**config.mk**
```make
export PLATFORM = sky130hd
export DESIGN_NAME = toggle_event_decoder_flat
export DESIGN_NICKNAME = d
export VERILOG_FILES = /design/src/rtl/toggle_event_decoder_pkg.sv /design/src/rtl/toggle_event_decoder_if.sv /design/src/rtl/toggle_event_decoder_edge.sv /design/src/rtl/toggle_event_decoder.sv /design/src/flat_wrapper.sv
export SDC_FILE = /design/constraint.sdc
export NUM_CORES = 1
export LEC_CHECK = 0
export BUFFER_PORTS_ARGS = -buffer_cell sky130_fd_sc_hd__buf_4
export CAP_MARGIN = 20
export CORE_AREA = 2 2 39 41
export DETAILED_ROUTE_END_ITERATION = 16
export DIE_AREA = 0 0 41 43
export PLACE_DENSITY = 0.66
export SYNTH_ARGS = -nofsm -noshare
export SYNTH_HDL_FRONTEND = slang
export SYNTH_SLANG_ARGS = --single-unit
```
**constraint.sdc**
```tcl
create_clock -name clk -period 2.1 [get_ports clk]
set_input_delay 0.42 -clock clk [delete_from_list [all_inputs] [get_ports clk]]
set_output_delay 0.42 -clock clk [all_outputs]
set_load 0.02 [all_outputs]
```
**src/rtl/toggle_event_decoder_pkg.sv**
```systemverilog
// Package for the toggle event decoder: FSM state encoding and counter helpers.
//   dec_state_t : IDLE (count==0), PEND (0<count<MAX), FULL (count==MAX)
//   cnt_max(w)  : saturation value of a w-bit pending-event counter (2**w-1)
package toggle_dec_pkg;

    typedef enum logic [1:0] {
        IDLE = 2'd0,
        PEND = 2'd1,
        FULL = 2'd2
    } dec_state_t;

    function automatic int unsigned cnt_max(input int unsigned w);
        return (32'd1 << w) - 32'd1;
    endfunction

endpackage

```
**src/rtl/toggle_event_decoder_if.sv**
```systemverilog
// Consumer-side handshake of the toggle event decoder.
//   evt_valid : high while the pending count is non-zero
//   evt_ready : consumer takes one event when evt_valid & evt_ready
//   evt_count : current pending-event count
// Modports: master = decoder (drives valid/count), slave = consumer.
interface toggle_event_decoder_if #(
    parameter int unsigned CNT_W = 4
);
    logic             evt_valid;
    logic             evt_ready;
    logic [CNT_W-1:0] evt_count;

    modport master (
        output evt_valid,
        output evt_count,
        input  evt_ready
    );

    modport slave (
        input  evt_valid,
        input  evt_count,
        output evt_ready
    );
endinterface

```
**src/rtl/toggle_event_decoder_edge.sv**
```systemverilog
// Edge detector for a toggle-encoded input.
// Optional macro TOGGLE_DEC_SYNC_EN adds a two-flop synchroniser (s0->s1)
// ahead of the r0/r1 detector for an asynchronous tgl_in.
// Ports:
//   clk, rst  : clock, synchronous active-high reset
//   tgl_in    : toggle-encoded input
//   evt_edge  : combinational r0^r1, the increment strobe for the counter
//   evt_pulse : registered one-cycle pulse per level change
module toggle_edge_detect (
    input  logic clk,
    input  logic rst,
    input  logic tgl_in,
    output logic evt_edge,
    output logic evt_pulse
);
    logic din;
    logic r0;
    logic r1;

`ifdef TOGGLE_DEC_SYNC_EN
    logic s0;
    logic s1;

    // Reset preloads the current level so it is not seen as an event.
    always_ff @(posedge clk) begin
        if (rst) begin
            s0 <= tgl_in;
            s1 <= tgl_in;
        end else begin
            s0 <= tgl_in;
            s1 <= s0;
        end
    end

    assign din = s1;
`else
    assign din = tgl_in;
`endif

    always_ff @(posedge clk) begin
        if (rst) begin
            r0        <= tgl_in;
            r1        <= tgl_in;
            evt_pulse <= 1'b0;
        end else begin
            r0        <= din;
            r1        <= r0;
            evt_pulse <= r0 ^ r1;
        end
    end

    assign evt_edge = r0 ^ r1;

endmodule

```
**src/rtl/toggle_event_decoder.sv**
```systemverilog
// Receive side of toggle-encoded event signalling. Each level change of
// tgl_in produces a one-cycle evt_pulse and is queued in a saturating
// pending-event counter that a consumer drains over a valid/ready handshake.
// Optional macro TOGGLE_DEC_SYNC_EN: two-flop input synchroniser.
// Ports:
//   clk, rst  : clock, synchronous active-high reset
//   tgl_in    : toggle-encoded input
//   evt_pulse : one-cycle pulse per detected level change
//   ovf       : sticky, an event was lost at saturation
//   ovf_clr   : clears ovf (a simultaneous loss wins)
//   evt       : valid/ready/count handshake (master modport)
module toggle_event_decoder
    import toggle_dec_pkg::*;
#(
    parameter int unsigned CNT_W = 4
) (
    input  logic                          clk,
    input  logic                          rst,
    input  logic                          tgl_in,
    output logic                          evt_pulse,
    output logic                          ovf,
    input  logic                          ovf_clr,
    toggle_event_decoder_if.master        evt
);
    localparam logic [CNT_W-1:0] CNT_MAX = CNT_W'(cnt_max(CNT_W));
    localparam logic [CNT_W-1:0] CNT_ONE = CNT_W'(1);

    dec_state_t       state;
    logic [CNT_W-1:0] count;
    logic [CNT_W-1:0] count_nxt;
    logic             valid_q;
    logic             evt_edge;
    logic             inc;
    logic             dec;
    logic             lost;

    toggle_edge_detect u_edge (
        .clk       (clk),
        .rst       (rst),
        .tgl_in    (tgl_in),
        .evt_edge  (evt_edge),
        .evt_pulse (evt_pulse)
    );

    assign inc = evt_edge;
    assign dec = valid_q & evt.evt_ready;

    // inc & dec together leave the count untouched, even at saturation.
    always_comb begin
        count_nxt = count;
        lost      = 1'b0;
        if (inc && !dec) begin
            if (count == CNT_MAX) begin
                lost = 1'b1;
            end else begin
                count_nxt = count + CNT_ONE;
            end
        end else if (dec && !inc) begin
            count_nxt = count - CNT_ONE;
        end
    end

    always_ff @(posedge clk) begin
        if (rst) begin
            state   <= IDLE;
            count   <= '0;
            valid_q <= 1'b0;
            ovf     <= 1'b0;
        end else begin
            count   <= count_nxt;
            valid_q <= (count_nxt != '0);

            if (lost) begin
                ovf <= 1'b1;
            end else if (ovf_clr) begin
                ovf <= 1'b0;
            end

            case (state)
                IDLE: begin
                    if (inc && !dec) begin
                        state <= (count_nxt == CNT_MAX) ? FULL : PEND;
                    end
                end
                PEND: begin
                    if (dec && !inc && count == CNT_ONE) begin
                        state <= IDLE;
                    end else if (inc && !dec && count == CNT_MAX - CNT_ONE) begin
                        state <= FULL;
                    end
                end
                FULL: begin
                    if (dec && !inc) begin
                        state <= (count_nxt == '0) ? IDLE : PEND;
                    end
                end
                default: state <= IDLE;
            endcase
        end
    end

    assign evt.evt_valid = valid_q;
    assign evt.evt_count = count;

endmodule

```
**src/flat_wrapper.sv**
```systemverilog
// flat-port wrapper written by rule: the top's interface ports become plain ports
module toggle_event_decoder_flat import toggle_dec_pkg::*;
#(
    parameter int unsigned CNT_W = 4
)
  (clk, rst, tgl_in, evt_pulse, ovf, ovf_clr, evt_evt_valid, evt_evt_count, evt_evt_ready);
  toggle_event_decoder_if #(.CNT_W(CNT_W)) evt_i ();
  input  logic clk;
  input  logic rst;
  input  logic tgl_in;
  output logic evt_pulse;
  output logic ovf;
  input  logic ovf_clr;
  output wire logic [$bits(evt_i.evt_valid)-1:0] evt_evt_valid;
  output wire logic [$bits(evt_i.evt_count)-1:0] evt_evt_count;
  input wire logic [$bits(evt_i.evt_ready)-1:0] evt_evt_ready;
  assign evt_evt_valid = evt_i.evt_valid;
  assign evt_evt_count = evt_i.evt_count;
  assign evt_i.evt_ready = evt_evt_ready;
  toggle_event_decoder #(.CNT_W(CNT_W)) u_core (.clk(clk), .rst(rst), .tgl_in(tgl_in), .evt_pulse(evt_pulse), .ovf(ovf), .ovf_clr(ovf_clr), .evt(evt_i));
endmodule
```
== Yosys cells after proc, flatten, opt, wreduce, memory -nomap -nowiden ==
Cells that the tools add are included.
Cells by class
  add/sub/neg operators: 2
  equal/unequal tests: 1
  muxes and demuxes: 8
  bitwise logic cells: 2
  reductions and logical operators: 6
Operators by type and width (count)
  $mux W4: 3
  $mux W1: 5
  $add A4 B1 Y4 const B: 1
  $eq A4 B4 Y1 const B: 1
  $reduce_bool A4 Y1: 1
  $sub A4 B1 Y4 const B: 1
  $logic_and A1 B1 Y1: 2
  $logic_not A1 Y1: 2
  $reduce_bool A2 Y1: 1
  $and A1 B1 Y1: 1
  $xor A1 B1 Y1: 1
Word-level totals
  bits in registers: 9
  output and inout port bits: 7
  logic and storage cells: 25

== Depth between registers and ports, before layout ==
  word-level depth: 6
  depth in mapped cells: 7
  gate-level depth less buffers: 7

== By module ==
A second synthesis with hierarchy kept.
Second synthesis, totals
  cell total of the unflattened synthesis: 54
  area, all modules: 509.2 um2
By module, submodules not included
  toggle_event_decoder: times used 1, cells an instance 48, area an instance 420.4 um2, sequential area each 120.1 um2
  toggle_edge_detect: times used 1, cells an instance 6, area an instance 88.8 um2, sequential area each 60.1 um2

== Worst setup path before layout ==
OpenSTA, ideal clock, no wires.
  path type: reg2reg
  from: register u_core.count[0] (netlist: u_core.evt.evt_count[0])
  to: register u_core.valid_q (netlist: u_core.evt.evt_valid)
  library setup time: 0.124 ns
  arrival time: 1.553 ns
  setup slack: 0.422 ns
  stages on the path, launching flop included: 8
  buffers on the path: 0
  cells stage by stage: dfxtp_1 -> inv_1 -> ha_1 -> nand3_1 -> xor2_1 -> nor3_1 -> a21o_1 -> a2111o_1
Between the ends
  cells in the longest elaborated chain, start to end: 4
  elaborated cells on any way between the ends: 7
RTL lines
  start: declaration: RTL line toggle_event_decoder.sv:29  | logic [CNT_W-1:0] count;
  start signal: assignment: RTL line toggle_event_decoder.sv:70  | count <= count_nxt;
  $sub A4 B1 Y4, or another cell as far along: RTL line toggle_event_decoder.sv:59  | count_nxt = count - CNT_ONE;
  $mux W4, on equally long branches: RTL line toggle_event_decoder.sv:58, toggle_event_decoder.sv:53
  $mux W4 (*): RTL line toggle_event_decoder.sv:52  | if (inc && !dec) begin
  $reduce_bool A4 Y1 (*): RTL line toggle_event_decoder.sv:71  | valid_q <= (count_nxt != '0);
  end signal: assignment: RTL line toggle_event_decoder.sv:71
  end: declaration: RTL line toggle_event_decoder.sv:31  | logic valid_q;
Every way passes the cells marked *; elsewhere a longest branch is shown, timed or not.
A chain may end at the register's enable or synchronous reset.

== Worst setup path in the final report ==
  from: register u_core.count[1] (netlist: u_core.evt.evt_count[1])
  to: register u_core.valid_q (netlist: u_core.evt.evt_valid)
The elaborated chain is that of the path after synthesis.

==> reports/metrics.cfg <==
[outcome]
status = completed

[grt]
grt_pass1_vias = 308
antenna_found_initial = 0
grt_overflow = 0
grt_usage_pct = 11.2
grt_pass1_wl_um = 1240
grt_max_degree = 9

[placed_design]
io_buffers = 11
gp_congestion = 0.816
place_hpwl_um = 689

[sta]
slew_viol_final = 0
slew_headroom_pct = 75.4
worst_slew_pin_slew_ps = 368
rsz0062_at_grt = no
setup_viol = 0
clock_skew_ps = 5.50
layout_min_cycle_time_ps = 1690
finalSetupTns_ps = 0
finalCritPeriodShare_pct = 80.6
hold_violations = 0
fmax_ghz = 0.591

[floorplan]
die_h_um = 43
rows = 14
initial_core_util_pct = 31.5
ioPinCount = 12
die_x_um = 41
dieArea_um2 = 1760
core_area_um2 = 1380

[detailed_routing]
firstDrtPassIters = 4
drt_iter0_drc = 5
route.vias.total = 392
routed_wl_um = 912
wl_per_cell_um = 11.7
avgViaCountPerCell = 5.03
drc = 0
ant_nets = 0

[clock_tree]
htreeDepth = 1
cts_sinks = 9
ctsHoldBuffers = 0
cts_buffer_depth = 2
clkSlewWorstSetupHoldPaths_ps = 60
cts_resized = 0
cts_buffers = 3
cts_tree = built
clock_latency_ps = 260
root_buffer = clkbuf_4
cts_setup_buffers = 0

[power]
leakage_nw = 0.250
irDropWorstVdd_mv = 0.451
power_density_nw_per_um2 = 1180

[synthesis]
ys.warnings.count = 0
synthMuxAreaShare_pct = 2.59
async_flop_share_pct = 0
syn_inst = 47
synth_edf_count = 0
synth_xor_area_share_pct = 9.77
synth_seq_cells = 9
synth_cell_types = 25
synthesis.area_um2 = 435
synth-simple-area-share_pct = 18.7
synth_top_family_by_area = compound AO/OA/AOI/OAI gates
seq_area_frac_synth_pct = 41.4
syn_area_per_cell_um2 = 9.26
synth_compound_gate_area_share_pct = 19.3
synth_fa_ha_area_share_pct = 5.75
ys.flop_type = dfxtp_1
synth_nets = 54

[cells_and_area]
layout.nets = 70
final_cell_mix = buf_4, dfxtp_1, a21oi_1
syn_to_final_growth_pct = 29.6
final_common_cell = buf_4
drive_gt1_share_pct = 24.2
postLayoutCoreUtil_pct = 40.8
n_antenna_cell = 0

[worst_setup_path]
critical_path.endpoint_type = flip-flop
cp-startpoint = u_core.evt.evt_count[1]
crit_arrival_ps = 1840
cp.required_ps = 2250
start_kind = flip-flop
reg2reg_from = u_core.evt.evt_count[1]
crit_type = flip-flop to flip-flop
crit_fanout = 6

[hold_path]
hold_path.class = input pin to flip-flop
min_from = tgl_in

[job]
maxCapViolations = 0

state kept, by name, summed over array words and instances, names as in the netlist:
register,cells
u_core.u_edge.r0,1
u_core.u_edge.evt_pulse,1
u_core.ovf,1
u_core.u_edge.r1,1
u_core.evt.evt_count,4
u_core.evt.evt_valid,1
per-layer routing:
metal / global-route usage [%] / part of all wire [%]
met1: 15.0 / 49
met2: 13.8 / 41
met3: 1.57 / 6.3
met4: 12.0 / 3.4
met5: 0 / 0
power breakdown:
part | leakage [nW] | internal, W | switching [W]
registers | 0.0746 | 0.000210 | 0.0000471
logic | 0.160 | 0.000126 | 0.000150
clock network | 0.0150 | 0.0000733 | 0.0000619
total | 0.250 | 0.000409 | 0.000259
layout make-up:
cell class / instances / area [um2]
Fill cell: 140 / 820
Multi-Input combinational cell: 35 / 244
Sequential cell: 9 / 180
Timing Repair Buffer: 11 / 82.6
Clock buffer: 4 / 26.3
Tap cell: 16 / 20.0
Inverter: 3 / 11.3
worst max-delay path, cell delays in order (launching register included):
cell	delay, ps
dfxtp_1	420
ha_1	250
nand3_1	140
nand3_1	140
o21ai_1	90
xnor2_1	150
a2111o_1	400
cells in the mapped netlist (all sizes together) (2+ instances only):
cell type / count / share of area, %
a21oi: 5 / 5.7
nor3: 3 / 3.4
a21o: 2 / 3.4
xor2: 2 / 5.7
inv: 3 / 2.6
o21ai: 2 / 2.3
xnor2: 2 / 4.0
ha: 2 / 5.7
nand3: 4 / 4.6
dfxtp: 9 / 41
metrics by stage:
step / area [um2] / cells / worst slack, ps / hold WS [ps] / total power, W
after detailed placement: 538 / 74 / 434 / 480 / 0.000534
after floorplan: 435 / 47 / 422 / 448 / 0.000439
final: 564 / 78 / 407 / 272 / 0.000668
after global placement: 538 / 74 / 459 / 463 / 0.000530
after CTS: 564 / 78 / 416 / 267 / 0.000670
after global routing: 564 / 78 / 320 / 269 / 0.000709
worst paths after layout:
path                                              to  slack, ps  cells past startpoint
worst min register to register            u_core.ovf        480                      2
worst max-delay path            u_core.evt.evt_valid        410                      6
worst max register to register  u_core.evt.evt_valid        410                      6
worst min-delay path                u_core.u_edge.r0        270                      1
cells by family (layout without fill, tap and decap cells):
logic type	after synthesis	after routing
adder cells (fa/ha/maj)	2	2
flip-flops	9	9
AND/OR/NAND/NOR	15	15
XOR/XNOR	4	4
AO/OA/AOI/OAI	13	13
multiplexers	1	1
buffers and inverters	3	18
Note: power is estimated with default switching activity, not from simulation.
